$ cat src/rtl/rv32i_mc_sequencer.sv
// Multi-cycle RV32I control sequencer: FETCH/DECODE/EXEC/MEM/WB with bus wait-state timeout.
// Outputs are Moore-decoded from state and IR; ir_write, retire and the transitions out of MEM are qualified by ready.
module rv32i_mc_sequencer #(
    parameter int TIMEOUT_W       = 6,
    parameter int TIMEOUT_EN      = 1,
    parameter int CNT_W           = 32,
    parameter int HALT_ON_ILLEGAL = 1
) (
    input  logic             clk,
    input  logic             reset,
    input  logic [31:0]      instr,
    input  logic             zero,
    input  logic             lt,
    input  logic             ltu,
    output logic             imem_req,
    input  logic             imem_ready,
    output logic             dmem_req,
    output logic             dmem_we,
    input  logic             dmem_ready,
    output logic             ir_write,
    output logic             pc_write,
    output logic [1:0]       pcsel,
    output logic             alusrc,
    output logic             alua_pc,
    output logic [3:0]       alucontrol,
    output logic             regwrite,
    output logic [1:0]       wbsel,
    output logic             retire,
    output logic [CNT_W-1:0] instret,
    output logic             halted,
    output logic [1:0]       cause
);

    typedef enum logic [2:0] {
        S_IDLE, S_FETCH, S_DECODE, S_EXEC, S_MEM, S_WB, S_HALT
    } state_t;

    localparam logic [3:0] ALU_ADD = 4'd0, ALU_SUB = 4'd1, ALU_SLL = 4'd2, ALU_SLT = 4'd3,
                           ALU_SLTU = 4'd4, ALU_XOR = 4'd5, ALU_SRL = 4'd6, ALU_SRA = 4'd7,
                           ALU_OR = 4'd8, ALU_AND = 4'd9, ALU_PASSB = 4'd10;

    localparam logic [TIMEOUT_W-1:0] WAIT_MAX  = '1;
    localparam logic [TIMEOUT_W-1:0] WAIT_LAST = WAIT_MAX - 1'b1;

    state_t               state_q, state_d;
    logic [TIMEOUT_W-1:0] wait_q, wait_d;
    logic [CNT_W-1:0]     instret_q, instret_d;
    logic [1:0]           cause_q, cause_d;

    logic [6:0] opcode;
    logic [2:0] funct3;
    logic       funct7_b5;
    assign opcode    = instr[6:0];
    assign funct3    = instr[14:12];
    assign funct7_b5 = instr[30];

    logic is_load, is_store, is_op, is_opimm, is_branch, is_jal, is_jalr, is_lui, is_auipc;
    assign is_load   = (opcode == 7'b0000011);
    assign is_store  = (opcode == 7'b0100011);
    assign is_op     = (opcode == 7'b0110011);
    assign is_opimm  = (opcode == 7'b0010011);
    assign is_branch = (opcode == 7'b1100011);
    assign is_jal    = (opcode == 7'b1101111);
    assign is_jalr   = (opcode == 7'b1100111);
    assign is_lui    = (opcode == 7'b0110111);
    assign is_auipc  = (opcode == 7'b0010111);

    logic illegal;
    assign illegal = !(is_load || is_store || is_op || is_opimm || is_branch ||
                       is_jal || is_jalr || is_lui || is_auipc) ||
                     (is_branch && (funct3 == 3'b010 || funct3 == 3'b011));

    logic [3:0] alu_op;
    logic       br_taken;

    always_comb begin
        alu_op = ALU_ADD;
        if (is_op || is_opimm) begin
            case (funct3)
                3'b000:  alu_op = (is_op && funct7_b5) ? ALU_SUB : ALU_ADD;
                3'b001:  alu_op = ALU_SLL;
                3'b010:  alu_op = ALU_SLT;
                3'b011:  alu_op = ALU_SLTU;
                3'b100:  alu_op = ALU_XOR;
                3'b101:  alu_op = funct7_b5 ? ALU_SRA : ALU_SRL;
                3'b110:  alu_op = ALU_OR;
                default: alu_op = ALU_AND;
            endcase
        end else if (is_lui) begin
            alu_op = ALU_PASSB;
        end else if (is_branch) begin
            alu_op = ALU_SUB;
        end
    end

    always_comb begin
        case (funct3)
            3'b000:  br_taken = zero;
            3'b001:  br_taken = !zero;
            3'b100:  br_taken = lt;
            3'b101:  br_taken = !lt;
            3'b110:  br_taken = ltu;
            3'b111:  br_taken = !ltu;
            default: br_taken = 1'b0;
        endcase
    end

    always_comb begin
        state_d    = state_q;
        wait_d     = '0;
        cause_d    = cause_q;
        imem_req   = 1'b0;
        dmem_req   = 1'b0;
        dmem_we    = 1'b0;
        ir_write   = 1'b0;
        pc_write   = 1'b0;
        pcsel      = 2'd0;
        alusrc     = 1'b0;
        alua_pc    = 1'b0;
        alucontrol = ALU_ADD;
        regwrite   = 1'b0;
        wbsel      = 2'd0;
        retire     = 1'b0;

        // ALU controls stay asserted through MEM/WB so an unlatched result remains stable.
        if (state_q == S_EXEC || state_q == S_MEM || state_q == S_WB) begin
            alucontrol = alu_op;
            alusrc     = is_opimm || is_load || is_store || is_jalr || is_lui || is_auipc;
            alua_pc    = is_auipc || is_jal;
        end

        case (state_q)
            S_IDLE: state_d = S_FETCH;
            S_FETCH: begin
                imem_req = 1'b1;
                if (imem_ready) begin
                    ir_write = 1'b1;
                    state_d  = S_DECODE;
                end else if (TIMEOUT_EN != 0 && wait_q == WAIT_LAST) begin
                    state_d = S_HALT;
                    cause_d = 2'd2;
                end else begin
                    wait_d = (wait_q == WAIT_MAX) ? wait_q : wait_q + 1'b1;
                end
            end
            S_DECODE: begin
                if (illegal) begin
                    if (HALT_ON_ILLEGAL != 0) begin
                        state_d = S_HALT;
                        cause_d = 2'd1;
                    end else begin
                        pc_write = 1'b1;
                        retire   = 1'b1;
                        state_d  = S_FETCH;
                    end
                end else begin
                    pc_write = 1'b1;
                    state_d  = S_EXEC;
                end
            end
            S_EXEC: begin
                if (is_branch) begin
                    pc_write = br_taken;
                    pcsel    = br_taken ? 2'd1 : 2'd0;
                    retire   = 1'b1;
                    state_d  = S_FETCH;
                end else if (is_jal) begin
                    pc_write = 1'b1;
                    pcsel    = 2'd1;
                    state_d  = S_WB;
                end else if (is_jalr) begin
                    pc_write = 1'b1;
                    pcsel    = 2'd2;
                    state_d  = S_WB;
                end else if (is_load || is_store) begin
                    state_d = S_MEM;
                end else begin
                    state_d = S_WB;
                end
            end
            S_MEM: begin
                dmem_req = 1'b1;
                dmem_we  = is_store;
                if (dmem_ready) begin
                    if (is_store) begin
                        retire  = 1'b1;
                        state_d = S_FETCH;
                    end else begin
                        state_d = S_WB;
                    end
                end else if (TIMEOUT_EN != 0 && wait_q == WAIT_LAST) begin
                    state_d = S_HALT;
                    cause_d = 2'd3;
                end else begin
                    wait_d = (wait_q == WAIT_MAX) ? wait_q : wait_q + 1'b1;
                end
            end
            S_WB: begin
                regwrite = 1'b1;
                wbsel    = is_load ? 2'd1 : ((is_jal || is_jalr) ? 2'd2 : 2'd0);
                retire   = 1'b1;
                state_d  = S_FETCH;
            end
            default: state_d = S_HALT;
        endcase

        instret_d = retire ? instret_q + 1'b1 : instret_q;
    end

    always_ff @(posedge clk or negedge reset) begin
        if (!reset) begin
            state_q   <= S_IDLE;
            wait_q    <= '0;
            instret_q <= '0;
            cause_q   <= 2'd0;
        end else begin
            state_q   <= state_d;
            wait_q    <= wait_d;
            instret_q <= instret_d;
            cause_q   <= cause_d;
        end
    end

    assign instret = instret_q;
    assign halted  = (state_q == S_HALT);
    assign cause   = cause_q;

endmodule

$ cat config.mk
export PLATFORM = sky130hd
export DESIGN_NAME = rv32i_mc_sequencer
export DESIGN_NICKNAME = d
export VERILOG_FILES = /design/src/rtl/rv32i_mc_sequencer.sv
export SDC_FILE = /design/constraint.sdc
export NUM_CORES = 1
export LEC_CHECK = 0
export CORE_AREA = 2 2 79 81
export CTS_BUF_LIST = sky130_fd_sc_hd__clkbuf_8 sky130_fd_sc_hd__clkbuf_16
export CTS_CLUSTER_DIAMETER = 60
export DETAILED_ROUTE_END_ITERATION = 7
export DIE_AREA = 0 0 81 83
export PLACE_DENSITY = 0.78
export SYNTH_ARGS = -nofsm -noshare
export SYNTH_HDL_FRONTEND = slang
export SYNTH_SLANG_ARGS = --single-unit
$ cat constraint.sdc
create_clock -name clk -period 2.6 [get_ports clk]
set_clock_uncertainty 0.1 [all_clocks]
set_input_delay 0.39 -clock clk [delete_from_list [all_inputs] [get_ports clk]]
set_output_delay 0.39 -clock clk [all_outputs]
set_load 0.05 [all_outputs]
Word-level counts from Yosys, hierarchy flattened:

Index checks and enable logic that the tools add are counted.

* $add $sub $neg: 2
* equal/unequal tests: 29
* muxes and demuxes: 54
* reduce and logical (&&, ||, !) cells: 31

Operator list (count)
* adder 32 x 1 -> 32 bit (second input constant): 1
* case mux 4 bit (7 select lines): 1
* 2-to-1 mux 2 bit: 12
* 2-to-1 mux 6 bit: 4
* 2-to-1 mux 1 bit: 22
* equality test 3 bit (second input constant): 7
* equality test 7 x 6 -> 1 bit (second input constant): 3
* equality test 7 bit (second input constant): 3
* logical OR 1 bit: 20
* 2-to-1 mux 3 bit: 6
* case mux 3 bit (5 select lines): 1
* equality test 7 x 5 -> 1 bit (second input constant): 2
* equality test 3 x 2 -> 1 bit (second input constant): 4
* equality test 6 bit (second input constant): 2
* 2-to-1 mux 4 bit: 3
* case mux 6 bit (2 select lines): 1
* inequality test 2 bit (second input constant): 4
* equality test 7 x 2 -> 1 bit (second input constant): 1
* adder 6 x 1 -> 6 bit (second input constant): 1
* equality test 3 x 1 -> 1 bit (second input constant): 2
* zero test 3 bit: 2
* case mux 1 bit (6 select lines): 1
* case mux 2 bit (3 select lines): 1
* AND reduction 6 bit: 1
* 7 further kinds: 11

* bits in registers: 43
* input bits: 39
* output and inout port bits: 52

Logic depth before layout (Yosys ltp):

* depth in word-level cells: 13
* gate-level depth with buffers: 8
* gate-level depth less buffers: 7

Worst setup path after synthesis:

OpenSTA, ideal clock, no wires.

* path kind: input to output
* start point: in instr[14]
* end point: out alucontrol[2]
* data arrival time: 2.104 ns
* data required time: 2.110 ns
* setup slack: 0.006 ns
* stages on the path: 3
* path through: clkbuf_1 mux2_2 nor3b_1

* cells in the longest elaborated chain, start to end: 4

Ends and longest elaborated chain
* start, declared: line 11 `input logic [31:0] instr,`
* equality test 3 bit, or another cell as far along: line 79 `case (funct3)`
* case mux 4 bit (7 select lines) *: line 79
* 2-to-1 mux 4 bit *: line 78 `if (is_op || is_opimm) begin`
* 2-to-1 mux 4 bit *: line 126 `if (state_q == S_EXEC || state_q == S_MEM || state_q == S_WB) begin`
* end, declared: line 25 `output logic [3:0] alucontrol,`

Every way passes the cells marked *; elsewhere a longest branch is shown, timed or not.

Final worst setup path:

* start point: in instr[1]
* end point: out pc_write

* cells in the longest elaborated chain, start to end: 13

Ends and longest elaborated chain
* equality test 7 x 2 -> 1 bit or equality test 7 x 6 -> 1 bit (tied branches): line 58, 59
* logical OR 1 bit (5 in a row): line 69 `assign illegal = !(is_load || is_store || is_op || is_opimm || is_branch ||`
* logical OR 1 bit (3 in a row): line 70 `is_jal || is_jalr || is_lui || is_auipc) ||`
* zero test 1 bit: line 69
* logical OR 1 bit: line 70
* 2-to-1 mux 1 bit: line 147 `if (illegal) begin`
* case mux 1 bit (2 select lines) *: line 132 `case (state_q)`
* end, declared: line 21 `output logic pc_write,`

Marked as above.

==> metrics.cfg <==
[worst_setup_path]
crit_chain=dlygate4sd2_1 -> nand2_2 -> or4_4 -> a32o_2 -> nor3_4 -> o21bai_4 -> buf_12
setup.worst_path.start_class=input pin
crit_family=simple AND/OR/NAND/NOR gates
path_class=in2out
end_kind=output pin
worst-path-buf-inv=2
max_stage_delay_ps=490
critPathSlowestCell=or4_4
crit_fanout=4
startpoint=instr[1]
reg2reg_from=state_q[1]
r2r_slack_ps=570
cp.arrival_ps=2000
cp_data_required_time_ps=2110

[floorplanning]
core_sq_um=5820
placementRows=28
num_io_pins=91
initial_utilization=0.440
dieHeight_um=83
die_x_um=81
die-area_sq_um=6720

[cts]
cts_tree=yes
clock-sinks=43
cts_buffers=5
h-tree-depth=2
clk_pin_slew_worst_paths_ps=80
clock_path_buffers=2
worstSkewPairLatency_ps=290
cts_hold_buffers=0
clockRootBuffer=clkbuf_8

[synth]
synth_edf_count=0
synth_top_area_frac=0.420
avgSynthCellArea_sq_um=9.66
seq_area_frac_synth=0.420
yosys_warnings=0
synth-async-reset-ratio=1.00
synthAdderAreaFrac=0.0147
ys_ff_latch=43
synth_compound_area_frac=0.114
muxShareOfSynthArea=0.0166
netlist_instances=265
synth_area_leader_cell=dfrtp_1
synthesis.nets=307
synth_xor_area_frac=0.120
synth_ff_type=dfrtp_1
synth_cell_types=55
yosys.area_share.simple=0.283
synthTopCellsByArea=dfrtp_1 42%, xnor2_1 9.2%, nand3_1 4.5%, nand2_1 3.4%, nand4_1 3.2%
synth_top_family_by_area=simple AND/OR/NAND/NOR gates
netlist_area_sq_um=2560

[layout]
finalCoreUtilization=0.642
diodes=0
area_delta_synth_final_pct=45.7
drive_gt1_frac=0.215
final_common_cell=clkdlybuf4s50_1
design_area_sq_um=3730
layout_common_cells=44 x clkdlybuf4s50_1, 42 x dfrtp_1, 27 x xnor2_1
layout.nets=399
fin_cells=433

[placement]
placed_area_sq_um=3590
place_hpwl_um=5150
place.gp.congestion=0.887
dpl.cell_count=424
place_ws_ps=-221
port_buffers=69

[grt]
track_usage=0.211
overflow=0
grt_max_degree=44
grt_pass1_vias=2408
grt_pass1_wl_um=11400
antenna_found_initial=0

[route]
ant_nets=0
routedWlPerCell_um=15.3
drt_pass1_iterations=4
totalWireLength_um=6640
drc=0
drt-initial-drc-count=131
vias=2372
drt-vias-per-instance=5.48

[sta]
finalCritPeriodShare=0.956
final-hold-violation-count=0
finalMaxSlewViolations=0
fin_setup_tns_ps=0
relSlewSlack=0.375
rsz0062_at_grt=no
fin_crit_ps=2490
worst_slack_ps=114
worst_slew_pin_slew_ps=938
fmax_mhz=402
setup_viol=0

[min_path]
hp-class=in2async

[pwr]
leakage_uw=0.00162
power.density_nw_per_um2=397
irDropWorstVdd_v=0.000400

[status]
status=complete, no violations

[run]
max-cap-violations=0

## worst paths after layout
kind / to / cells past startpoint
max: pc_write / 7
min: instret[22] / 1
max reg2reg: instret[6] / 7
min reg2reg: instret[31] / 1
max in group asynchronous: state_q[1] / 1
min in group clk: instret[31] / 1
## per-layer routing
metal  up-vias  track usage  part of all wire
met1      1144        0.276              0.43
met2        76        0.347              0.50
li1       1140            -                 -
met4         0       0.0555             0.018
met5         -            0                 0
met3        12       0.0522             0.053
## power by group
part           internal (uW)  switching [uW]
clock                    184             221
sequential               701            40.3
combinational            128             205
total                   1010             467
## metrics by stage
stage,hold WS [ps],power [uW]
after floorplan,-5.59,932
after global placement,364,1080
after detailed placement,362,1090
after CTS,162,1490
after global routing,200,1560
final,132,1480
## flip-flops by register name, summed over array words and instances (netlist names)
| name | cells |
|---|---|
| cause | 2 |
| state_q | 3 |
| instret | 32 |
| wait_q | 6 |
## cells by family after synthesis
group                    after synthesis
AND/OR/NAND/NOR                      120
flip-flops                            43
AO/OA/AOI/OAI                         42
XOR/XNOR                              35
buffers and inverters                 18
multiplexers                           4
adder cells (fa/ha/maj)                3
## Yosys cell counts (2+ instances only)
library cell,n
and3_1,8
o22ai_1,2
and4_1,5
mux2_2,2
o211ai_1,3
nor2_1,16
xnor2_1,27
a21oi_1,14
xor2_1,8
dfrtp_1,43
a22oi_1,2
nor4_4,2
and2_1,4
ha_1,3
nor3_1,7
mux2i_1,2
and3b_2,2
a31oi_1,2
inv_1,11
clkbuf_1,3
nand2_2,2
o21ai_0,7
nand2_1,23
nand3_1,23
a211oi_1,2
nand4_1,13
## area by class of cell
type / count / area (sq um)
multi-input cells: 204 / 1450
repair buffers: 92 / 980
clock buffers: 5 / 68.8
well taps: 75 / 93.8
fillers: 513 / 2080
inverters: 11 / 41.3
clock inverters: 3 / 16.3
flip-flops and latches: 43 / 1080
## timing repair
action / in CTS / in global routing
buffers inserted: 1 / 0
setup endpoints to repair: 3 / 9
gates resized for setup: 11 / 14
pin swaps: 2 / 3
(Power assumes the default switching activity.)
